==> src/rtl/picosoc_dmem_arbiter_if.sv <==
// picosoc_dmem_arbiter_if: CPU, accelerator and dmem signal bundle.
// slave = arbiter side; master = requesters plus dmem side.
interface picosoc_dmem_arbiter_if #(
  parameter int ADDR_W = 18
);
  logic              cpu_valid;
  logic [ADDR_W-1:0] cpu_addr;
  logic [31:0]       cpu_wdata;
  logic [3:0]        cpu_wstrb;
  logic              cpu_ready;
  logic [31:0]       cpu_rdata;

  logic              acc_valid;
  logic [ADDR_W-1:0] acc_addr;
  logic [31:0]       acc_wdata;
  logic [3:0]        acc_wstrb;
  logic              acc_ready;
  logic [31:0]       acc_rdata;

  logic              mem_renb;
  logic [ADDR_W-1:0] mem_raddr;
  logic              mem_wenb;
  logic [3:0]        mem_wstrb;
  logic [ADDR_W-1:0] mem_waddr;
  logic [31:0]       mem_wdata;
  logic [31:0]       mem_rdata;

  modport slave (
    input  cpu_valid, cpu_addr, cpu_wdata, cpu_wstrb,
    output cpu_ready, cpu_rdata,
    input  acc_valid, acc_addr, acc_wdata, acc_wstrb,
    output acc_ready, acc_rdata,
    output mem_renb, mem_raddr,
    output mem_wenb, mem_wstrb, mem_waddr, mem_wdata,
    input  mem_rdata
  );

  modport master (
    output cpu_valid, cpu_addr, cpu_wdata, cpu_wstrb,
    input  cpu_ready, cpu_rdata,
    output acc_valid, acc_addr, acc_wdata, acc_wstrb,
    input  acc_ready, acc_rdata,
    input  mem_renb, mem_raddr,
    input  mem_wenb, mem_wstrb, mem_waddr, mem_wdata,
    output mem_rdata
  );
endinterface

==> src/rtl/picosoc_dmem_arbiter.sv <==
// picosoc_dmem_arbiter: serialises CPU/accel dmem accesses, anti-starvation.
// Ports: clk, resetn, bus (cpu_*, acc_*, mem_*), arb_busy, arb_owner.
module picosoc_dmem_arbiter #(
  parameter int MEM_DELAY    = 1,
  parameter int STARVE_LIMIT = 4,
  parameter int ADDR_W       = 18
) (
  input  logic                 clk,
  input  logic                 resetn,
  picosoc_dmem_arbiter_if.slave bus,
  output logic                 arb_busy,
  output logic                 arb_owner
);

  localparam int CNT_W = $clog2(MEM_DELAY + 1);
  localparam logic [CNT_W-1:0] DLY = CNT_W'(MEM_DELAY);
  localparam logic [CNT_W-1:0] ONE = CNT_W'(1);
  localparam logic [7:0] LIM = 8'(STARVE_LIMIT);

  typedef enum logic {
    IDLE,
    WAIT
  } state_t;

  state_t            state_q, state_d;
  logic [CNT_W-1:0]  cnt_q, cnt_d;
  logic [7:0]        starve_cnt, starve_d;
  logic              owner_q, owner_d;
  logic              cpu_rdy_q, acc_rdy_q;
  logic              rdy_d;

  logic              starved;
  logic              grant_acc;
  logic              issue;
  logic              is_wr;
  logic [ADDR_W-1:0] sel_addr;
  logic [31:0]       sel_wdata;
  logic [3:0]        sel_wstrb;

  always_comb begin
    starved = bus.acc_valid
           && (STARVE_LIMIT != 0)
           && (starve_cnt >= LIM);
    grant_acc = !(bus.cpu_valid && !starved);
    // resetn gates issue so enables stay low in reset
    issue = resetn
         && (state_q == IDLE)
         && (bus.cpu_valid || bus.acc_valid);
  end

  always_comb begin
    sel_addr  = bus.cpu_addr;
    sel_wdata = bus.cpu_wdata;
    sel_wstrb = bus.cpu_wstrb;
    unique case (1'b1)
      grant_acc: begin
        sel_addr  = bus.acc_addr;
        sel_wdata = bus.acc_wdata;
        sel_wstrb = bus.acc_wstrb;
      end
      !grant_acc: begin
        sel_addr  = bus.cpu_addr;
        sel_wdata = bus.cpu_wdata;
        sel_wstrb = bus.cpu_wstrb;
      end
    endcase
    is_wr = |sel_wstrb;
  end

  always_comb begin
    bus.mem_renb  = 1'b0;
    bus.mem_raddr = '0;
    bus.mem_wenb  = 1'b0;
    bus.mem_waddr = '0;
    bus.mem_wstrb = '0;
    bus.mem_wdata = '0;
    if (issue) begin
      if (is_wr) begin
        bus.mem_wenb  = 1'b1;
        bus.mem_waddr = sel_addr;
        bus.mem_wstrb = sel_wstrb;
        bus.mem_wdata = sel_wdata;
      end else begin
        bus.mem_renb  = 1'b1;
        bus.mem_raddr = sel_addr;
      end
    end
  end

  always_comb begin
    state_d  = state_q;
    cnt_d    = cnt_q;
    owner_d  = owner_q;
    starve_d = starve_cnt;
    unique case (state_q)
      IDLE: begin
        if (issue) begin
          state_d = WAIT;
          cnt_d   = DLY;
          owner_d = grant_acc;
          if (grant_acc) begin
            starve_d = '0;
          end else if (bus.acc_valid
                    && starve_cnt != 8'hFF) begin
            starve_d = starve_cnt + 8'd1;
          end
        end
      end
      WAIT: begin
        cnt_d = cnt_q - ONE;
        if (cnt_q == ONE) begin
          state_d = IDLE;
        end
      end
    endcase
    // ready lands in the cycle where the counter reads 1
    rdy_d = (cnt_d == ONE);
  end

  always_ff @(posedge clk or negedge resetn) begin
    if (!resetn) begin
      state_q    <= IDLE;
      cnt_q      <= '0;
      starve_cnt <= '0;
      owner_q    <= 1'b0;
      cpu_rdy_q  <= 1'b0;
      acc_rdy_q  <= 1'b0;
    end else begin
      state_q    <= state_d;
      cnt_q      <= cnt_d;
      starve_cnt <= starve_d;
      owner_q    <= owner_d;
      cpu_rdy_q  <= rdy_d && !owner_d;
      acc_rdy_q  <= rdy_d && owner_d;
    end
  end

  assign bus.cpu_ready = cpu_rdy_q;
  assign bus.acc_ready = acc_rdy_q;
  assign bus.cpu_rdata = resetn ? bus.mem_rdata : '0;
  assign bus.acc_rdata = resetn ? bus.mem_rdata : '0;
  assign arb_busy      = (state_q == WAIT);
  assign arb_owner     = owner_q;

endmodule

==> src/flat_wrapper.sv <==
// flat-port wrapper written by rule: the top's interface ports become plain ports
module picosoc_dmem_arbiter_flat 
#(
  parameter int MEM_DELAY    = 1,
  parameter int STARVE_LIMIT = 4,
  parameter int ADDR_W       = 18
)
  (clk, resetn, arb_busy, arb_owner, bus_cpu_valid, bus_cpu_addr, bus_cpu_wdata, bus_cpu_wstrb, bus_cpu_ready, bus_cpu_rdata, bus_acc_valid, bus_acc_addr, bus_acc_wdata, bus_acc_wstrb, bus_acc_ready, bus_acc_rdata, bus_mem_renb, bus_mem_raddr, bus_mem_wenb, bus_mem_wstrb, bus_mem_waddr, bus_mem_wdata, bus_mem_rdata);
  picosoc_dmem_arbiter_if #(.ADDR_W(ADDR_W)) bus_i ();
  input  logic clk;
  input  logic resetn;
  output logic arb_busy;
  output logic arb_owner;
  input wire logic [$bits(bus_i.cpu_valid)-1:0] bus_cpu_valid;
  input wire logic [$bits(bus_i.cpu_addr)-1:0] bus_cpu_addr;
  input wire logic [$bits(bus_i.cpu_wdata)-1:0] bus_cpu_wdata;
  input wire logic [$bits(bus_i.cpu_wstrb)-1:0] bus_cpu_wstrb;
  output wire logic [$bits(bus_i.cpu_ready)-1:0] bus_cpu_ready;
  output wire logic [$bits(bus_i.cpu_rdata)-1:0] bus_cpu_rdata;
  input wire logic [$bits(bus_i.acc_valid)-1:0] bus_acc_valid;
  input wire logic [$bits(bus_i.acc_addr)-1:0] bus_acc_addr;
  input wire logic [$bits(bus_i.acc_wdata)-1:0] bus_acc_wdata;
  input wire logic [$bits(bus_i.acc_wstrb)-1:0] bus_acc_wstrb;
  output wire logic [$bits(bus_i.acc_ready)-1:0] bus_acc_ready;
  output wire logic [$bits(bus_i.acc_rdata)-1:0] bus_acc_rdata;
  output wire logic [$bits(bus_i.mem_renb)-1:0] bus_mem_renb;
  output wire logic [$bits(bus_i.mem_raddr)-1:0] bus_mem_raddr;
  output wire logic [$bits(bus_i.mem_wenb)-1:0] bus_mem_wenb;
  output wire logic [$bits(bus_i.mem_wstrb)-1:0] bus_mem_wstrb;
  output wire logic [$bits(bus_i.mem_waddr)-1:0] bus_mem_waddr;
  output wire logic [$bits(bus_i.mem_wdata)-1:0] bus_mem_wdata;
  input wire logic [$bits(bus_i.mem_rdata)-1:0] bus_mem_rdata;
  assign bus_i.cpu_valid = bus_cpu_valid;
  assign bus_i.cpu_addr = bus_cpu_addr;
  assign bus_i.cpu_wdata = bus_cpu_wdata;
  assign bus_i.cpu_wstrb = bus_cpu_wstrb;
  assign bus_cpu_ready = bus_i.cpu_ready;
  assign bus_cpu_rdata = bus_i.cpu_rdata;
  assign bus_i.acc_valid = bus_acc_valid;
  assign bus_i.acc_addr = bus_acc_addr;
  assign bus_i.acc_wdata = bus_acc_wdata;
  assign bus_i.acc_wstrb = bus_acc_wstrb;
  assign bus_acc_ready = bus_i.acc_ready;
  assign bus_acc_rdata = bus_i.acc_rdata;
  assign bus_mem_renb = bus_i.mem_renb;
  assign bus_mem_raddr = bus_i.mem_raddr;
  assign bus_mem_wenb = bus_i.mem_wenb;
  assign bus_mem_wstrb = bus_i.mem_wstrb;
  assign bus_mem_waddr = bus_i.mem_waddr;
  assign bus_mem_wdata = bus_i.mem_wdata;
  assign bus_i.mem_rdata = bus_mem_rdata;
  picosoc_dmem_arbiter #(.MEM_DELAY(MEM_DELAY), .STARVE_LIMIT(STARVE_LIMIT), .ADDR_W(ADDR_W)) u_core (.clk(clk), .resetn(resetn), .bus(bus_i), .arb_busy(arb_busy), .arb_owner(arb_owner));
endmodule
==> config.mk <==
export PLATFORM = sky130hd
export DESIGN_NAME = picosoc_dmem_arbiter_flat
export DESIGN_NICKNAME = d
export VERILOG_FILES = /design/src/rtl/picosoc_dmem_arbiter_if.sv /design/src/rtl/picosoc_dmem_arbiter.sv /design/src/flat_wrapper.sv
export SDC_FILE = /design/constraint.sdc
export NUM_CORES = 1
export LEC_CHECK = 0
export ABC_AREA = 1
export BUFFER_PORTS_ARGS = -buffer_cell sky130_fd_sc_hd__buf_2
export CAP_MARGIN = 20
export CORE_AREA = 2 2 110 112
export DETAILED_ROUTE_END_ITERATION = 10
export DIE_AREA = 0 0 112 114
export PLACE_DENSITY = 0.6
export SLEW_MARGIN = 20
export SYNTH_ARGS = -nofsm -noshare
export SYNTH_HDL_FRONTEND = slang
export SYNTH_SLANG_ARGS = --single-unit
==> constraint.sdc <==
create_clock -name clk -period 3.3 [get_ports clk]
set_input_delay 0 -clock clk [delete_from_list [all_inputs] [get_ports clk]]
set_output_delay 0 -clock clk [all_outputs]
set_load 0.01 [all_outputs]
# Word level (Yosys, flattened, before mapping)

Index checks and enable logic that the tools add are counted.

Add/subtract/negate cells: 2
Order comparisons: 1
Eq/ne operators: 2
Multiplexer cells: 25
Bitwise logic cells: 1
Reductions and logical operators: 13

Operator list:

| operator              | count |
|---|---|
| $mux W32              | 3 |
| $mux W18              | 4 |
| $pmux W32 S2          | 1 |
| $pmux W18 S2          | 1 |
| $mux W8               | 2 |
| $mux W1               | 9 |
| $add A8 B1 Y8 const B | 1 |
| $ge A8 B3 Y1 const B  | 1 |
| $mux W4               | 2 |
| $ne A8 B8 Y1 const B  | 1 |
| $pmux W4 S2           | 1 |
| $logic_and A1 B1 Y1   | 7 |
| $pmux W1 S2           | 2 |
| $reduce_or A4 Y1      | 1 |
| $logic_not A1 Y1      | 3 |
| $reduce_and A3 Y1     | 1 |
| $ne A2 B2 Y1 const B  | 1 |
| $logic_or A1 B1 Y1    | 1 |
| $not A1 Y1            | 1 |
| $sub A1 B1 Y1 const B | 1 |

Register bits after elaboration: 13
Bits of input ports: 144
Output and inout port bits: 142
Logic and storage cells: 50

# Depth between registers and ports, before layout

Gate-level depths: netlist (run 1).

Word-level depth: 9
Mapped depth: 12
Gate-level depth less buffers: 10

# Worst setup path after synthesis (run 1)

Ideal clock, no wire load.

Kind: register to output
Start point: reg u_core.starve_cnt[3]
End point: out bus_mem_raddr[10]
Arrival: 1.497 ns
Data required time: 3.300 ns
Slack: 1.803 ns
Stages on the path, launching flop included: 12
Path buffers: 2
Path through: dfrtp_1 > nor2_1 > nand3_1 > nand2_2 > nand2_2 > buf_6 > nand2_1 > nand2_2 > nor2_4 > nand3_4 > buf_6 > nor2_2

Word-level cells in the longest chain between the ends: 9
Elaborated cells on any way between the ends: 10
Classes of those cells: order compare: 1; mux: 4; reduce/logical: 5

Ends and longest elaborated chain:

| item                     | RTL line                    | text |
|---|---|---|
| start: declaration       | picosoc_dmem_arbiter.sv:27  | `logic [7:0] starve_cnt, starve_d;` |
| start signal: assignment | picosoc_dmem_arbiter.sv:131 | `starve_cnt <= starve_d;` |
| $ge A8 B3 Y1 (*)         | picosoc_dmem_arbiter.sv:43  | `&& (starve_cnt >= LIM);` |
| $logic_and A1 B1 Y1 (*)  | picosoc_dmem_arbiter.sv:43  |  |
| $logic_not A1 Y1 (*)     | picosoc_dmem_arbiter.sv:44  | `grant_acc = !(bus.cpu_valid && !starved);` |
| $logic_and A1 B1 Y1 (*)  | picosoc_dmem_arbiter.sv:44  |  |
| $logic_not A1 Y1         | picosoc_dmem_arbiter.sv:44  |  |
| $pmux W4 S2              | picosoc_dmem_arbiter.sv:55  | `unique case (1'b1)` |
| $reduce_or A4 Y1         | picosoc_dmem_arbiter.sv:67  | `is_wr = \|sel_wstrb;` |
| $mux W18 (*)             | picosoc_dmem_arbiter.sv:78  | `if (is_wr) begin` |
| $mux W18 (*)             | picosoc_dmem_arbiter.sv:77  | `if (issue) begin` |
| end: declaration         | flat_wrapper.sv:27          | `output wire logic [$bits(bus_i.mem_raddr)-1:0] bus_mem_raddr;` |

Mark *: on every way between the ends. The rest lies on a longest branch, timed or not.

# Worst setup path after layout (run 1)

Start point: reg u_core.starve_cnt[5]
End point: out bus_mem_waddr[15]

Word-level cells in the longest chain between the ends: 9
Elaborated cells on any way between the ends: 10
Classes of those cells: order compare: 1; mux: 4; reduce/logical: 5

Ends and longest elaborated chain:

| item                    | RTL line                   | text |
|---|---|---|
| $ge A8 B3 Y1 (*)        | picosoc_dmem_arbiter.sv:43 |  |
| $logic_and A1 B1 Y1 (*) | picosoc_dmem_arbiter.sv:43 |  |
| $logic_not A1 Y1 (*)    | picosoc_dmem_arbiter.sv:44 |  |
| $logic_and A1 B1 Y1 (*) | picosoc_dmem_arbiter.sv:44 |  |
| $logic_not A1 Y1        | picosoc_dmem_arbiter.sv:44 |  |
| $pmux W4 S2             | picosoc_dmem_arbiter.sv:55 |  |
| $reduce_or A4 Y1        | picosoc_dmem_arbiter.sv:67 |  |
| $mux W18 (*)            | picosoc_dmem_arbiter.sv:78 |  |
| $mux W18 (*)            | picosoc_dmem_arbiter.sv:77 |  |
| end: declaration        | flat_wrapper.sv:30         | `output wire logic [$bits(bus_i.mem_waddr)-1:0] bus_mem_waddr;` |

Marked as above.

==> results.py, run 1 <==
metrics = {
    "min_path": {
        "min_path_type": "in -> reg",
        "whs_path_depth": 4,
    },
    "timing": {
        "relSlewSlack": 0.560,
        "rsz0062_at_grt": "no",
        "slew_viol_final": 0,
        "tns_ns": 0,
        "worst_slack_ns": 0.687,
        "worst_pin_slew_ns": 0.658,
        "hold_violations": 0,
        "setup_viol_count_final": 0,
        "finalClockSkew_ns": 0.00282,
        "fmax_ghz": 0.383,
        "period_needed_ns": 2.61,
        "period_share": 0.792,
    },
    "clock_tree": {
        "path_clk_slew_ns": 0.04,
        "numCtsBuffers": 3,
        "cts_resized": 0,
        "clock_sinks": 13,
        "cts-htree-levels": 1,
        "cts_buffer_depth": 2,
        "clk_latency_ns": 0.24,
        "cts_tree": "built",
        "postCtsSetupBuffers": 0,
        "cts_root_buf": "clkbuf_16",
    },
    "floorplanning": {
        "coreArea_sq_um": 11700,
        "row_count": 40,
        "start_util": 0.189,
        "dieArea_sq_um": 12800,
        "die_h_um": 114,
        "die_w_um": 112,
        "io-pin-count": 286,
    },
    "logic_synthesis": {
        "synth.yosys.seq_area_share": 0.147,
        "yosysUniqueCellTypes": 22,
        "yosysWarnings": 0,
        "ys_ff_latch": 13,
        "netlist_instances": 409,
        "synth_nets": 555,
        "syn_area_per_cell_sq_um": 5.42,
        "netlist_area_sq_um": 2220,
    },
    "routing": {
        "vias_per_cell": 3.88,
        "ant_nets": 0,
        "route.vias.total": 3096,
        "wl_per_cell_um": 11.1,
        "wirelength_um": 8880,
        "drt_iter0_drc": 86,
        "first_pass_iters": 5,
        "remaining_drc_errors": 0,
    },
    "power": {
        "peakVddDrop_mv": 0.371,
        "powerDensity_nw_per_um2": 314,
        "leakagePower_nw": 2.72,
    },
    "grt": {
        "grt_pass1_vias": 2686,
        "antenna_found_initial": 0,
        "grt-ovfl-total": 0,
        "grt_max_degree": 52,
        "grt_pass1_wl_um": 13000,
        "grt.total_usage": 0.123,
    },
    "setup_path": {
        "crit_family": "simple AND/OR/NAND/NOR gates",
        "crit_type": "reg -> out",
        "cp_max_fo": 51,
        "rr_worst_depth": 7,
        "path_cells": "nor2_1, nand3_1, nand2_2, nand2_2, nand2_1, nand2_1, nor2_2, nand2_1, nand2_4, nor2_1, buf_2",
        "cp.buffers_inverters": 1,
        "critical_path_depth": 11,
        "cpMaxStageDelayCell": "nand2_4",
        "cp.required_ns": 3.30,
        "cpPeakStageDelay_ns": 0.44,
        "crit_path_end_kind": "primary output",
        "start_kind": "register",
        "path_common_cell": "nand2_1",
        "crit_arrival_ns": 2.61,
    },
    "placement": {
        "gp_congestion": 0.839,
        "pre_cts_ws_ns": 0.923,
        "dp_hpwl_um": 7270,
        "portBuffers": 285,
    },
    "finish": {
        "n_fill_cell": 1315,
        "area_delta_synth_final_pct": 60.6,
        "drive_above_1_share": 0.482,
        "final_nets": 797,
        "final_common_cell": "buf_2",
        "antenna_cells": 0,
        "finish.utilization": 0.304,
        "final_cell_mix": "buf_2, nand2_1, inv_1, nor2_1, mux2i_1",
    },
    "run_status": {
        "status": "completed",
    },
    "flow_run": {
        "cap_violations": 0,
    },
}
[registers in the layout, indices dropped and copies added (netlist names)]
signal                count
u_core.arb_busy           1
u_core.arb_owner          1
u_core.bus.acc_ready      1
u_core.bus.cpu_ready      1
u_core.cnt_q              1
u_core.starve_cnt         8
[per-layer routing]
layer,track usage,wire length [um],vias to the layer above
li1,-,-,1617
met2,0.259,4790,177
met3,0.0223,880,7
met1,0.129,3180,1295
met5,0,0,-
met4,0.0146,38,0
[through the flow]
stage / hold slack [ns] / total power [mW] / cells / cell area [sq um]
after CTS: 0.216 / 1.13 / 797 / 3560
after global placement: 0.0763 / 0.897 / 792 / 3470
after floorplan: -0.296 / 0.659 / 409 / 2220
after detailed placement: 0.0727 / 0.899 / 792 / 3470
after global routing: 0.243 / 1.22 / 797 / 3560
final: 0.213 / 1.12 / 797 / 3560
[repair_timing]
action                                 4_1_cts  5_1_grt
setup endpoints to repair                    0        0
endpoints found under the hold margin       13        0
hold buffers                                 1        0
[cells in the mapped netlist]
master	number	share of area
o21ai_1	3	0.0068
clkinv_1	1	0.0017
buf_2	5	0.011
clkbuf_1	7	0.012
o21ai_0	1	0.0023
nor3_4	1	0.0073
buf_6	7	0.036
nand2_2	4	0.011
a21oi_1	6	0.014
ha_1	2	0.011
nand3_4	1	0.0079
nand3_1	7	0.016
inv_1	75	0.13
nand2_1	144	0.24
nor2_2	10	0.028
nand2_4	1	0.0051
buf_4	32	0.11
nor2_4	1	0.0051
nor2_1	65	0.11
inv_2	5	0.0085
mux2i_1	18	0.081
dfrtp_1	13	0.15
[kinds of logic after synthesis]
logic type / count (synthesis) / share of synthesized area
and+or+nand+nor: 234 / 0.434
buffers and inverters: 132 / 0.304
muxes: 18 / 0.0812
DFF: 13 / 0.147
AOI/OAI and AO/OA: 10 / 0.0226
adders and majority gates: 2 / 0.0113
[tightest hold or removal path, delay by kind of cell]
family        cells  cell delay [ns]
simple gates      2             0.26
buf+inv           2             0.16
[power breakdown]
part / internal, mW / switching [mW]
sequential: 0.200 / 0.0218
combinational: 0.266 / 0.403
clock: 0.163 / 0.0648
[cell type report]
cell class / count / area (sq um) / share of cell area
timing repair buffer: 288 / 1450 / 0.407
multi-input combinational: 264 / 1220 / 0.342
sequential: 13 / 325 / 0.0913
inverter: 81 / 304 / 0.0854
tap: 147 / 184 / 0.0516
clock buffer: 4 / 78.8 / 0.0221
[worst paths after layout]
| path | start | end | slack [ns] |
|---|---|---|---|
| worst max-delay path | u_core.starve_cnt[5] | bus_mem_waddr[15] | 0.69 |
| max in group asynchronous | resetn | u_core.starve_cnt[1] | 2.62 |
| min in group asynchronous | resetn | u_core.bus.cpu_ready | 0.34 |
| worst max register to register | u_core.starve_cnt[5] | u_core.starve_cnt[1] | 1.31 |
| worst min register to register | u_core.cnt_q | u_core.arb_busy | 0.46 |
| worst min-delay path | bus_acc_valid | u_core.starve_cnt[4] | 0.21 |
No activity file was read; power rests on OpenSTA's default activity.
==> inputs of run 2 (changes only) <==
--- a/config.mk
+++ b/config.mk
@@ -8,10 +8,10 @@
 export ABC_AREA = 1
 export BUFFER_PORTS_ARGS = -buffer_cell sky130_fd_sc_hd__buf_2
 export CAP_MARGIN = 20
-export CORE_AREA = 2 2 110 112
+export CORE_AREA = 2 2 112 114
 export DETAILED_ROUTE_END_ITERATION = 10
-export DIE_AREA = 0 0 112 114
-export PLACE_DENSITY = 0.6
+export DIE_AREA = 0 0 114 116
+export PLACE_DENSITY = 0.61
 export SLEW_MARGIN = 20
 export SYNTH_ARGS = -nofsm -noshare
 export SYNTH_HDL_FRONTEND = slang
==> constraint.sdc (replaced) <==
create_clock -name clk -period 2.1 [get_ports clk]
set_input_delay 0 -clock clk [delete_from_list [all_inputs] [get_ports clk]]
set_output_delay 0 -clock clk [all_outputs]
set_load 0.01 [all_outputs]
==> run 2 against run 1 <==
- critical path depth decreased by 2
- global-route usage is 1.2 points lower
- power grew 82%
- critical path type unchanged
- wire length is 5.0% higher
- worst hold slack got worse by 0.0038 ns
- flip-flop and latch count is the same
- core utilization is 2.8 points higher
==> results.py, run 2 (synthesized netlist as in run 1, its figures left out) <==
metrics = {
    "run_status": {
        "status": "completed",
    },
    "routing": {
        "vias_per_cell": 3.90,
        "route.vias.total": 3175,
        "drt_iter0_drc": 91,
        "first_pass_iters": 4,
        "remaining_drc_errors": 0,
        "wl_per_cell_um": 11.4,
        "ant_nets": 0,
        "wirelength_um": 9330,
    },
    "power": {
        "powerDensity_nw_per_um2": 515,
        "leakagePower_nw": 2.89,
        "peakVddDrop_mv": 0.495,
    },
    "setup_path": {
        "path_cells": "nor2_1, nand3_1, nand2_2, nand2_4, buf_4, buf_12, mux2i_1, nor2_2, buf_2",
        "rr_worst_depth": 9,
        "cp.required_ns": 2.10,
        "cp_max_fo": 33,
        "cpPeakStageDelay_ns": 0.37,
        "crit_path_end_kind": "primary output",
        "timing.rr.end": "u_core.starve_cnt[1]",
        "crit_type": "reg -> out",
        "start_kind": "register",
        "crit_arrival_ns": 2.01,
        "timing.rr.start": "u_core.starve_cnt[7]",
        "cpMaxStageDelayCell": "dfrtp_1",
        "r2r_slack_ns": 0.56,
    },
    "floorplanning": {
        "start_util": 0.186,
        "io-pin-count": 286,
        "die_h_um": 116,
        "die_w_um": 114,
        "dieArea_sq_um": 13200,
        "row_count": 40,
        "coreArea_sq_um": 11900,
    },
    "timing": {
        "period_needed_ns": 2.01,
        "relSlewSlack": 0.697,
        "finalClockSkew_ns": 0.00356,
        "worst_slack_ns": 0.0862,
        "rsz0062_at_grt": "yes",
        "setup_viol_count_final": 0,
        "slew_viol_final": 0,
        "worst_pin_slew_ns": 0.454,
        "fmax_ghz": 0.497,
        "period_share": 0.959,
        "hold_violations": 0,
    },
    "min_path": {
        "whs_path_depth": 4,
        "min_to": "u_core.starve_cnt[6]",
        "min_path_type": "in -> reg",
        "hp-start": "bus_acc_valid",
    },
    "grt": {
        "grt.total_usage": 0.111,
        "grt_pass1_vias": 2544,
        "grt_pass1_wl_um": 12000,
        "antenna_found_initial": 0,
        "grt-ovfl-total": 0,
        "grt_max_degree": 46,
    },
    "placement": {
        "post-place-cells": 797,
        "dp_hpwl_um": 6820,
        "portBuffers": 285,
        "pre_cts_ws_ns": 0.242,
        "gp_congestion": 0.793,
    },
    "finish": {
        "largest_reg_flops": 8,
        "multi_input_comb_area_sq_um": 1320,
        "final_nets": 815,
        "largest_register": "u_core.starve_cnt",
        "regArea_sq_um": 325,
        "drive_above_1_share": 0.525,
        "n_fill_cell": 1303,
        "antenna_cells": 0,
        "final_common_cell": "buf_2",
        "final_cell_mix": "buf_2, nand2_1, inv_1, nor2_1, nor2_2",
        "instances_no_fill": 815,
        "area_delta_synth_final_pct": 78.4,
    },
    "flow_run": {
        "cap_violations": 0,
    },
    "clock_tree": {
        "cts_buffer_depth": 2,
        "cts_tree": "built",
        "clk_latency_ns": 0.24,
        "clock_sinks": 13,
        "cts-htree-levels": 1,
        "numCtsBuffers": 3,
        "cts_root_buf": "clkbuf_16",
        "path_clk_slew_ns": 0.04,
    },
}
run 2: changes by cell type in the layout (fill, tap and decap cells not counted), sizes merged:
cell / delta
buf: +14
clkbuf: +4
run 2: metal layers:
layer  track usage  vias up  share of wire
li1              -     1655              -
met2         0.222      182           0.51
met1         0.127     1331           0.39
met3        0.0173        7          0.092
met4        0.0154        0         0.0057
met5             0        -              0
run 2: layout make-up:
type / count / area share
sequential: 13 / 0.0822
inverter: 81 / 0.0768
clock buffer: 4 / 0.0199
multi-input combinational: 264 / 0.333
timing repair buffer: 306 / 0.442
tap: 147 / 0.0465
run 2: critical path: cells and delay by family (launching register included):
| kind | cells | cell delay [ns] |
|---|---|---|
| flip-flops | 1 | 0.37 |
| multiplexers | 1 | 0.35 |
| AND/OR/NAND/NOR | 5 | 0.53 |
| buffers and inverters | 3 | 0.48 |
run 2: through the flow:
stage	setup TNS, ns	hold WS, ns	power, mW	area, sq um	util
after floorplan	0	-0.296	1.04	2220	-
after global placement	0	0.0867	1.44	3540	0.297
after detailed placement	0	0.0837	1.44	3540	0.297
after CTS	0	0.204	1.86	3660	0.308
after global routing	-0.491	0.291	2.20	3960	0.332
final	0	0.209	2.04	3960	0.332
run 2: how the worst max path moves through the flow:
stage | slack (ns) | depth (start not counted) | from | endpoint
after detailed placement | 0.24 | 12 | u_core.starve_cnt[5] | bus_mem_waddr[10]
after floorplan | 0.60 | 11 | u_core.starve_cnt[3] | bus_mem_raddr[10]
final | 0.09 | 9 | u_core.starve_cnt[7] | bus_mem_raddr[15]
after CTS | 0.05 | 12 | u_core.starve_cnt[5] | bus_mem_waddr[2]
after global routing | -0.03 | 12 | u_core.starve_cnt[2] | bus_mem_raddr[7]
after global placement | 0.27 | 12 | u_core.starve_cnt[5] | bus_mem_waddr[12]
run 2: repair_timing:
item                                    CTS  global route
endpoints found under the hold margin    13             0
buffers inserted                          0             6
hold buffers                              1             0
endpoints found under the setup margin   50            70
pin swaps                                 0             7
gates cloned                              1             6
gates resized for setup                   3            31
run 2: where the power goes:
part           internal (mW)  total (mW)  leakage [nW]  switching [mW]
Sequential             0.314       0.347         0.171          0.0330
Clock                  0.256       0.364        0.0382           0.108
Combinational          0.592        1.33          2.68           0.733
